## config.mk

```make
export PLATFORM = sky130hd
export DESIGN_NAME = vga_bitmap_scaler_flat
export DESIGN_NICKNAME = d
export VERILOG_FILES = /design/src/rtl/vga_bitmap_scaler_if.sv /design/src/rtl/vga_bitmap_scaler.sv /design/src/flat_wrapper.sv
export SDC_FILE = /design/constraint.sdc
export NUM_CORES = 1
export LEC_CHECK = 0
export ABC_AREA = 0
export BUFFER_PORTS_ARGS = -buffer_cell sky130_fd_sc_hd__buf_4
export CORE_ASPECT_RATIO = 0.6
export CORE_MARGIN = 2
export CORE_UTILIZATION = 30
export DETAILED_ROUTE_END_ITERATION = 8
export GPL_ROUTABILITY_DRIVEN = 0
export PLACE_DENSITY = 0.56
export SLEW_MARGIN = 20
export SYNTH_ARGS = -nofsm -noshare
export SYNTH_HDL_FRONTEND = slang
export SYNTH_SLANG_ARGS = --single-unit
```

## constraint.sdc

```tcl
create_clock -name dclk -period 3 [get_ports dclk]
set_clock_uncertainty 0.1 [all_clocks]
set_input_delay 0.15 -clock dclk [delete_from_list [all_inputs] [get_ports dclk]]
set_output_delay 0.15 -clock dclk [all_outputs]
set_load 0.02 [all_outputs]
```

## src/rtl/vga_bitmap_scaler_if.sv

```systemverilog
// Pixel-side bundle of the bitmap scaler.
// The master side drives the bitmap and colours; the slave side (the scaler) drives the VGA pins.
interface vga_bitmap_scaler_if #(
   parameter int BMP_W = 8,
   parameter int BMP_H = 8
);
   logic [BMP_W*BMP_H-1:0] vdata;
   logic [11:0]            fg_color;
   logic [11:0]            bg_color;
   logic                   hsync;
   logic                   vsync;
   logic [3:0]             red;
   logic [3:0]             green;
   logic [3:0]             blue;
   logic                   de;
   logic                   frame_start;
   logic                   vdata_latched;

   modport master (
      output vdata, fg_color, bg_color,
      input  hsync, vsync, red, green, blue, de, frame_start, vdata_latched
   );

   modport slave (
      input  vdata, fg_color, bg_color,
      output hsync, vsync, red, green, blue, de, frame_start, vdata_latched
   );
endinterface

```

## src/rtl/vga_bitmap_scaler.sv

```systemverilog
// VGA timing generator with a scaled monochrome bitmap window.
// The bitmap is shadowed once per frame on entry to vertical blank; all outputs are registered.
module vga_bitmap_scaler #(
   parameter int H_ACTIVE = 640,
   parameter int H_FP     = 16,
   parameter int H_PULSE  = 96,
   parameter int H_BP     = 48,
   parameter int V_ACTIVE = 480,
   parameter int V_FP     = 10,
   parameter int V_PULSE  = 2,
   parameter int V_BP     = 33,
   parameter int BMP_W    = 8,
   parameter int BMP_H    = 8,
   parameter int SCALE    = 8,
   parameter int X0       = 288,
   parameter int Y0       = 208,
   parameter int SYNC_POL = 0
) (
   input logic                dclk,
   input logic                clr,
   vga_bitmap_scaler_if.slave vif
);
   localparam int H_TOTAL = H_ACTIVE + H_FP + H_PULSE + H_BP;
   localparam int V_TOTAL = V_ACTIVE + V_FP + V_PULSE + V_BP;
   localparam int NBITS   = BMP_W * BMP_H;
   localparam int HC_W    = $clog2(H_TOTAL + 1);
   localparam int VC_W    = $clog2(V_TOTAL + 1);
   localparam int COL_W   = $clog2(BMP_W + 1);
   localparam int ROW_W   = $clog2(BMP_H + 1);
   localparam int SUB_W   = $clog2(SCALE + 1);
   localparam int IDX_W   = (NBITS > 1) ? $clog2(NBITS) : 1;

   localparam logic [HC_W-1:0] HC_LAST = HC_W'(H_TOTAL - 1);
   localparam logic [HC_W-1:0] HC_ACT  = HC_W'(H_ACTIVE);
   localparam logic [HC_W-1:0] HS_ON   = HC_W'(H_ACTIVE + H_FP);
   localparam logic [HC_W-1:0] HS_OFF  = HC_W'(H_ACTIVE + H_FP + H_PULSE);
   localparam logic [HC_W-1:0] WX0     = HC_W'(X0);
   localparam logic [HC_W-1:0] WX_SPAN = HC_W'(BMP_W * SCALE);
   localparam logic [VC_W-1:0] VC_LAST = VC_W'(V_TOTAL - 1);
   localparam logic [VC_W-1:0] VC_ACT  = VC_W'(V_ACTIVE);
   localparam logic [VC_W-1:0] VC_CAP  = VC_W'(V_ACTIVE - 1);
   localparam logic [VC_W-1:0] VS_ON   = VC_W'(V_ACTIVE + V_FP);
   localparam logic [VC_W-1:0] VS_OFF  = VC_W'(V_ACTIVE + V_FP + V_PULSE);
   localparam logic [VC_W-1:0] WY0     = VC_W'(Y0);
   localparam logic [VC_W-1:0] WY_SPAN = VC_W'(BMP_H * SCALE);
   localparam logic [SUB_W-1:0] SUB_LAST = SUB_W'(SCALE - 1);
   localparam logic            SYNC_ON  = (SYNC_POL != 0);

   if (SCALE < 1) begin : g_chk_scale
      $error("vga_bitmap_scaler: SCALE must be at least 1");
   end
   if (X0 + BMP_W * SCALE > H_ACTIVE) begin : g_chk_x
      $error("vga_bitmap_scaler: bitmap window exceeds H_ACTIVE");
   end
   if (Y0 + BMP_H * SCALE > V_ACTIVE) begin : g_chk_y
      $error("vga_bitmap_scaler: bitmap window exceeds V_ACTIVE");
   end

   logic [HC_W-1:0]  hc_q, hc_d;
   logic [VC_W-1:0]  vc_q, vc_d;
   logic [COL_W-1:0] col_q, col_d;
   logic [ROW_W-1:0] row_q, row_d;
   logic [SUB_W-1:0] csub_q, csub_d;
   logic [SUB_W-1:0] rsub_q, rsub_d;
   logic [NBITS-1:0] shadow_q, shadow_d;
   logic [11:0]      rgb_q, rgb_d;
   logic             hsync_q, hsync_d;
   logic             vsync_q, vsync_d;
   logic             de_q, de_d;
   logic             frame_start_q, frame_start_d;
   logic             vdata_latched_q, vdata_latched_d;

   logic             line_end;
   logic             active;
   logic             in_wx;
   logic             in_wy;
   logic             capture;
   logic [HC_W-1:0]  hx_rel;
   logic [VC_W-1:0]  vy_rel;
   logic [IDX_W-1:0] bit_idx;

   always_comb begin
      line_end = (hc_q == HC_LAST);
      hc_d     = line_end ? '0 : hc_q + HC_W'(1);
      vc_d     = vc_q;
      if (line_end) begin
         vc_d = (vc_q == VC_LAST) ? '0 : vc_q + VC_W'(1);
      end

      // Modular offset: positions left of / above the window wrap to large values,
      // so one compare covers both window edges.
      hx_rel = hc_q - WX0;
      vy_rel = vc_q - WY0;
      in_wx  = (hx_rel < WX_SPAN);
      in_wy  = (vy_rel < WY_SPAN);
      active = (hc_q < HC_ACT) && (vc_q < VC_ACT);

      col_d  = col_q;
      csub_d = csub_q;
      if (hc_d == WX0) begin
         col_d  = '0;
         csub_d = '0;
      end else if (in_wx) begin
         if (csub_q == SUB_LAST) begin
            csub_d = '0;
            col_d  = col_q + COL_W'(1);
         end else begin
            csub_d = csub_q + SUB_W'(1);
         end
      end

      row_d  = row_q;
      rsub_d = rsub_q;
      if (line_end) begin
         if (vc_d == WY0) begin
            row_d  = '0;
            rsub_d = '0;
         end else if (in_wy) begin
            if (rsub_q == SUB_LAST) begin
               rsub_d = '0;
               row_d  = row_q + ROW_W'(1);
            end else begin
               rsub_d = rsub_q + SUB_W'(1);
            end
         end
      end

      bit_idx = IDX_W'(int'(row_q) * BMP_W + int'(col_q));
      rgb_d   = '0;
      if (active && in_wx && in_wy) begin
         rgb_d = shadow_q[bit_idx] ? vif.fg_color : vif.bg_color;
      end

      hsync_d         = ((hc_q >= HS_ON) && (hc_q < HS_OFF)) ? SYNC_ON : ~SYNC_ON;
      vsync_d         = ((vc_q >= VS_ON) && (vc_q < VS_OFF)) ? SYNC_ON : ~SYNC_ON;
      de_d            = active;
      frame_start_d   = (hc_q == '0) && (vc_q == '0);
      capture         = line_end && (vc_q == VC_CAP);
      shadow_d        = capture ? vif.vdata : shadow_q;
      vdata_latched_d = capture;
   end

   always_ff @(posedge dclk) begin
      if (!clr) begin
         hc_q            <= '0;
         vc_q            <= '0;
         col_q           <= '0;
         row_q           <= '0;
         csub_q          <= '0;
         rsub_q          <= '0;
         shadow_q        <= '0;
         rgb_q           <= '0;
         hsync_q         <= ~SYNC_ON;
         vsync_q         <= ~SYNC_ON;
         de_q            <= 1'b0;
         frame_start_q   <= 1'b0;
         vdata_latched_q <= 1'b0;
      end else begin
         hc_q            <= hc_d;
         vc_q            <= vc_d;
         col_q           <= col_d;
         row_q           <= row_d;
         csub_q          <= csub_d;
         rsub_q          <= rsub_d;
         shadow_q        <= shadow_d;
         rgb_q           <= rgb_d;
         hsync_q         <= hsync_d;
         vsync_q         <= vsync_d;
         de_q            <= de_d;
         frame_start_q   <= frame_start_d;
         vdata_latched_q <= vdata_latched_d;
      end
   end

   assign vif.hsync         = hsync_q;
   assign vif.vsync         = vsync_q;
   assign vif.red           = rgb_q[11:8];
   assign vif.green         = rgb_q[7:4];
   assign vif.blue          = rgb_q[3:0];
   assign vif.de            = de_q;
   assign vif.frame_start   = frame_start_q;
   assign vif.vdata_latched = vdata_latched_q;
endmodule

```

## src/flat_wrapper.sv

```systemverilog
// flat-port wrapper written by rule: the top's interface ports become plain ports
module vga_bitmap_scaler_flat 
#(
   parameter int H_ACTIVE = 640,
   parameter int H_FP     = 16,
   parameter int H_PULSE  = 96,
   parameter int H_BP     = 48,
   parameter int V_ACTIVE = 480,
   parameter int V_FP     = 10,
   parameter int V_PULSE  = 2,
   parameter int V_BP     = 33,
   parameter int BMP_W    = 8,
   parameter int BMP_H    = 8,
   parameter int SCALE    = 8,
   parameter int X0       = 288,
   parameter int Y0       = 208,
   parameter int SYNC_POL = 0
)
  (dclk, clr, vif_vdata, vif_fg_color, vif_bg_color, vif_hsync, vif_vsync, vif_red, vif_green, vif_blue, vif_de, vif_frame_start, vif_vdata_latched);
  vga_bitmap_scaler_if #(.BMP_W(BMP_W), .BMP_H(BMP_H)) vif_i ();
  input logic dclk;
  input logic clr;
  input wire logic [$bits(vif_i.vdata)-1:0] vif_vdata;
  input wire logic [$bits(vif_i.fg_color)-1:0] vif_fg_color;
  input wire logic [$bits(vif_i.bg_color)-1:0] vif_bg_color;
  output wire logic [$bits(vif_i.hsync)-1:0] vif_hsync;
  output wire logic [$bits(vif_i.vsync)-1:0] vif_vsync;
  output wire logic [$bits(vif_i.red)-1:0] vif_red;
  output wire logic [$bits(vif_i.green)-1:0] vif_green;
  output wire logic [$bits(vif_i.blue)-1:0] vif_blue;
  output wire logic [$bits(vif_i.de)-1:0] vif_de;
  output wire logic [$bits(vif_i.frame_start)-1:0] vif_frame_start;
  output wire logic [$bits(vif_i.vdata_latched)-1:0] vif_vdata_latched;
  assign vif_i.vdata = vif_vdata;
  assign vif_i.fg_color = vif_fg_color;
  assign vif_i.bg_color = vif_bg_color;
  assign vif_hsync = vif_i.hsync;
  assign vif_vsync = vif_i.vsync;
  assign vif_red = vif_i.red;
  assign vif_green = vif_i.green;
  assign vif_blue = vif_i.blue;
  assign vif_de = vif_i.de;
  assign vif_frame_start = vif_i.frame_start;
  assign vif_vdata_latched = vif_i.vdata_latched;
  vga_bitmap_scaler #(.H_ACTIVE(H_ACTIVE), .H_FP(H_FP), .H_PULSE(H_PULSE), .H_BP(H_BP), .V_ACTIVE(V_ACTIVE), .V_FP(V_FP), .V_PULSE(V_PULSE), .V_BP(V_BP), .BMP_W(BMP_W), .BMP_H(BMP_H), .SCALE(SCALE), .X0(X0), .Y0(Y0), .SYNC_POL(SYNC_POL)) u_core (.dclk(dclk), .clr(clr), .vif(vif_i));
endmodule
```

==> Word-level counts from Yosys, hierarchy flattened <==
Cells that the tools add are included.
{ "word_totals": {"inputBits": 90, "register_bits": 117, "wordCells": 70} }
{ "classes": {"magnitude_cmp": 9, "n_addsub": 9, "n_eq_ne": 7, "n_reduce_logical": 16, "muxes": 15, "bitwise_logic": 1} }
{ "op_table": {"columns": ["cell", "count"], "rows": [
  ["10-bit two-way mux", 3],
  ["4-bit two-way mux", 7],
  ["10-bit by 1-bit adder with 10-bit output, second input constant", 2],
  ["10-bit == test, second input constant", 2],
  ["10-bit by 9-bit == test with 1-bit output, second input constant", 2],
  ["10-bit zero test", 2],
  ["10-bit less-than comparator, second input constant", 2],
  ["10-bit by 7-bit less-than comparator with 1-bit output, second input constant", 2],
  ["10-bit by 9-bit less-than comparator with 1-bit output, second input constant", 2],
  ["4-bit by 1-bit adder with 4-bit output, second input constant", 4],
  ["12-bit two-way mux", 1],
  ["10-bit by 8-bit == test with 1-bit output, second input constant", 1],
  ["10-bit greater-or-equal comparator, second input constant", 1],
  ["10-bit by 9-bit greater-or-equal comparator with 1-bit output, second input constant", 1],
  ["10-bit by 8-bit subtractor with 10-bit output, second input constant", 1],
  ["10-bit by 9-bit subtractor with 10-bit output, second input constant", 1],
  ["4-bit by 3-bit == test with 1-bit output, second input constant", 2],
  ["1-bit logical AND", 7],
  ["6-bit by 7-bit less-than comparator with 1-bit output, second input constant", 1],
  ["6-bit by 4-bit adder with 6-bit output", 1],
  ["1-bit binary-select mux with 6-bit select", 1],
  ["2-bit AND reduction", 3],
  ["2-bit nonzero test", 2],
  ["1-bit two-way mux", 3],
  ["other kinds (3)", 3]
]} }

==> Logic depth before layout (Yosys ltp) <==
{ "depth": {"depth_word": 6, "ltp_mapped": 10, "depth_no_buf": 8} }

==> Least setup slack after synthesis <==
Ideal clock, no wire load.
{ "synth_path": {"kind": "register to register", "from": "register u_core.col_q[1]", "to": "register u_core.rgb_q[0]", "setup_time_ps": 128, "stages_incl_launch_ff": 10, "path_slack_ps": 536, "path_buffers": 3, "t_arrival_ps": 2236, "t_required_ps": 2772, "path_cell_list": "dfxtp_1 buf_2 clkbuf_1 mux4_2 mux4_2 mux2i_1 a21oi_1 buf_6 mux2i_1 nor2_1"} }
{ "synth_via": {"elab_chain_len": 4} }
{ "synth_lines": {"columns": ["item", "line_no", "rtl"], "rows": [
  ["start, declared", "vga_bitmap_scaler.sv:61", "logic [COL_W-1:0] col_q, col_d;"],
  ["start signal, assigned", "vga_bitmap_scaler.sv:161", "col_q <= col_d;"],
  ["6-bit by 4-bit adder with 6-bit output", "vga_bitmap_scaler.sv:128", "bit_idx = IDX_W'(int'(row_q) * BMP_W + int'(col_q));"],
  ["1-bit binary-select mux with 6-bit select", "vga_bitmap_scaler.sv:131", "rgb_d = shadow_q[bit_idx] ? vif.fg_color : vif.bg_color;"],
  ["1-bit two-way mux (not written as such)", "vga_bitmap_scaler.sv:131", null],
  ["12-bit two-way mux", "vga_bitmap_scaler.sv:131", null],
  ["end signal, assigned", "vga_bitmap_scaler.sv:166", "rgb_q <= rgb_d;"],
  ["end, declared", "vga_bitmap_scaler.sv:66", "logic [11:0] rgb_q, rgb_d;"]
]} }
No other way between the ends. The select of a mux whose other input is x is not followed.
A chain may end at the register's enable or synchronous reset.

==> Final worst setup path <==
{ "layout_path": {"from": "register u_core.col_q[0]", "to": "register u_core.rgb_q[2]"} }
The elaborated chain is that of the path after synthesis.

==> results.md <==
* Status: finished clean
* Worst Setup Start Kind: flip-flop
* Number of synthesized flops with an enable pin at 0
* Nets at 908
* Crit path DAT at 2.93 ns
* Critical path required time at 3.17 ns
* Synth Instances at 617
* Post-synth top cells: nand2_1, dfxtp_1, a21oi_1
* Initial Util at 0.309
* Synth area leaders: dfxtp_1, nand2_1, mux4_2
* Initial drt markers at 336
* Hold WS at 0.0197 ns
* DRC Markers at 0
* Crit Path Category: flip-flop to flip-flop
* Syn Nets at 719
* RSZ-0062 raised after global routing: no
* Yosys top cell by area: dfxtp_1
* DR vias at 4969
* Clock latency on the worst-skew pair at 0.41 ns
* Avg Synthesized Cell Area at 8.62 µm²
* Top-count cell post-synth: nand2_1
* Max FO, Critical Path at 12
* Ant diodes at 0
* Tmin final at 2.76 ns
* Async set-or-reset flop fraction in the synthesized netlist at 0
* Final Hold Fails at 0
* Via density at 4.72
* CTS HTree Levels at 4
* Vias in the first global route at 4859
* Yosys cell types at 48
* Pwr/cell area at 491 mW/mm²
* Global route overflow at 0
* CTS Root Cell: clkbuf_16
* Post-route ant nets at 0
* DRT Pass-1 Iters at 4
* Type of destination of the critical path: flip-flop
* Final worst-path cycle share at 0.920
* Sequential element share of the synthesized area at 0.437
* Synth warn at 0
* Port Buf Inserts at 106
* Global-route met1 utilization at 0.242
* Die Span X at 176 µm
* Met2 global-route usage at 0.239
* Maximum VDD drop at 0.000384 V
* Post-CTS Setup Bufs at 0
* Peak Freq at 362 MHz
* Yosys top cell area share at 0.437
* Share of layout cells above drive strength 1 at 0.227
* Leakage at 0.00293 µW
* Largest net degree at the start of global routing at 65
* Final setup fails at 0
* Filler cell count at 1651
* Rows at 37
* Area Growth Syn to Fin at 47.8%
* Slew Limit Headroom at 0.558
* Total Power at 3860 µW
* Initial antenna violation count at 0
* Grt met3 use at 0.0387
* Max cap viols at 0
* Ys flop type: dfxtp_1
* Register clock-pin slew on the reported worst setup and hold paths at 0.05 ns
* First-pass GRT wire length at 24.6 mm
* Drt total wl at 15.1 mm
* Worst min path class: input pin to flip-flop
* CTS tree: done
* Seq cells post-synth at 116
* DP Wirelength at 9.99 mm
* Maximum clock path buffer count at 2
* Max Slew Vio Count at 0
* CTS Sinks at 116
* Setup TNS at 0 ns
* Die area at 0.0188 mm²
* Cts bufs inserted at 17
* Core Area at 0.0172 mm²
* Slew @ Worst Pin at 0.664 ns
* I/O pins at 107
* Mean routed wirelength per cell at 14.4 µm
* Global route hottest layer: met1
* Mapped Area at 0.00532 mm²
* Die height at 107 µm
* Global Route Usage Sum at 0.164
==> state kept, by name, summed over array words and instances (netlist names), 3 cells and up <==
name / count
u_core.shadow_q: 64
u_core.rgb_q: 12
u_core.hc_q: 10
u_core.vc_q: 10
u_core.col_q: 4
u_core.csub_q: 4
u_core.rsub_q: 4
u_core.row_q: 3
==> kinds of logic after synthesis <==
family          share of synthesized area
buf+inv                            0.0414
compound gates                      0.105
mux                                 0.115
flops                               0.437
fa+ha+maj                          0.0282
simple gates                        0.237
xor+xnor                           0.0362
==> where the power goes <==
part	internal, µW	switching (µW)
logic	171	83.9
clock network	1250	799
registers	1550	10.1
total	2970	893
==> routing by layer <==
metal	wire [µm]	vias up
li1	-	2511
met1	7890	2281
met4	97	0
met2	6230	168
met5	0	-
met3	904	9
==> path summary, 6_finish.rpt <==
path                                                       from  cells past startpoint                          endpoint  slack (ns)
worst min-delay path                              vif_vdata[25]                      3  u_core.shadow_q[25]$_SDFFE_PN0P_        0.02
worst max register to register     u_core.col_q[0]$_SDFFE_PP0P_                      9        u_core.rgb_q[2]$_SDFF_PN0_        0.24
worst min register to register  u_core.shadow_q[9]$_SDFFE_PN0P_                      2   u_core.shadow_q[9]$_SDFFE_PN0P_        0.35
worst max-delay path               u_core.col_q[0]$_SDFFE_PP0P_                      9        u_core.rgb_q[2]$_SDFF_PN0_        0.24
==> what timing repair did <==
item,CTS,global route
endpoints found under the hold margin,77,0
resized for setup,0,0
hold buffers,88,0
==> cell type report <==
class / instances / area, µm² / share of cell area
well taps: 234 / 293 / 0.0372
flip-flops and latches: 116 / 2320 / 0.295
clock buffers: 17 / 425 / 0.0541
multi-input cells: 450 / 2790 / 0.355
repair buffers: 213 / 1830 / 0.233
inverters: 8 / 30.0 / 0.00382
clock inverters: 15 / 171 / 0.0218
==> stage by stage <==
| stage | utilization | worst slack [ns] | instances | instance area [µm²] |
|---|---|---|---|---|
| 2_1_floorplan | - | 0.536 | 617 | 5320 |
| 3_3_place_gp | 0.371 | 0.380 | 933 | 6380 |
| 3_5_place_dp | 0.371 | 0.323 | 933 | 6380 |
| 4_1_cts | 0.456 | 0.295 | 1053 | 7860 |
| 5_1_grt | 0.456 | 0.0811 | 1053 | 7860 |
| 6_report | 0.456 | 0.240 | 1053 | 7860 |
==> critical path, cell delays in order (launching register included) <==
cell and delay [ns]:
dfxtp_1 0.34, buf_4 0.22, mux4_2 0.52, mux4_2 0.52
mux2_2 0.28, nor2_1 0.09, a21oi_1 0.05, buf_4 0.21
mux2i_1 0.23, nor2_1 0.07
==> cell usage in the layout (no fill, tap or decap), drive strengths merged, types with 2 or more instances in the layout <==
cell type / n
xnor2: 13
ha: 12
and3: 6
inv: 15
nand2: 155
clkbuf: 17
mux2i: 15
nor3: 8
and4b: 2
xor2: 9
mux4: 20
a21oi: 78
a211oi: 2
nand4b: 3
nor4b: 4
nand2b: 4
nor2: 43
dlygate4sd3: 88
nor4: 7
a31oi: 3
dfxtp: 116
and3b: 2
and2: 6
or3: 4
clkinv: 5
o22ai: 5
o21ai: 8
nand4: 10
buf: 125
nand3: 13
bufinv: 2
nor2b: 4
(Power assumes the default switching activity.)
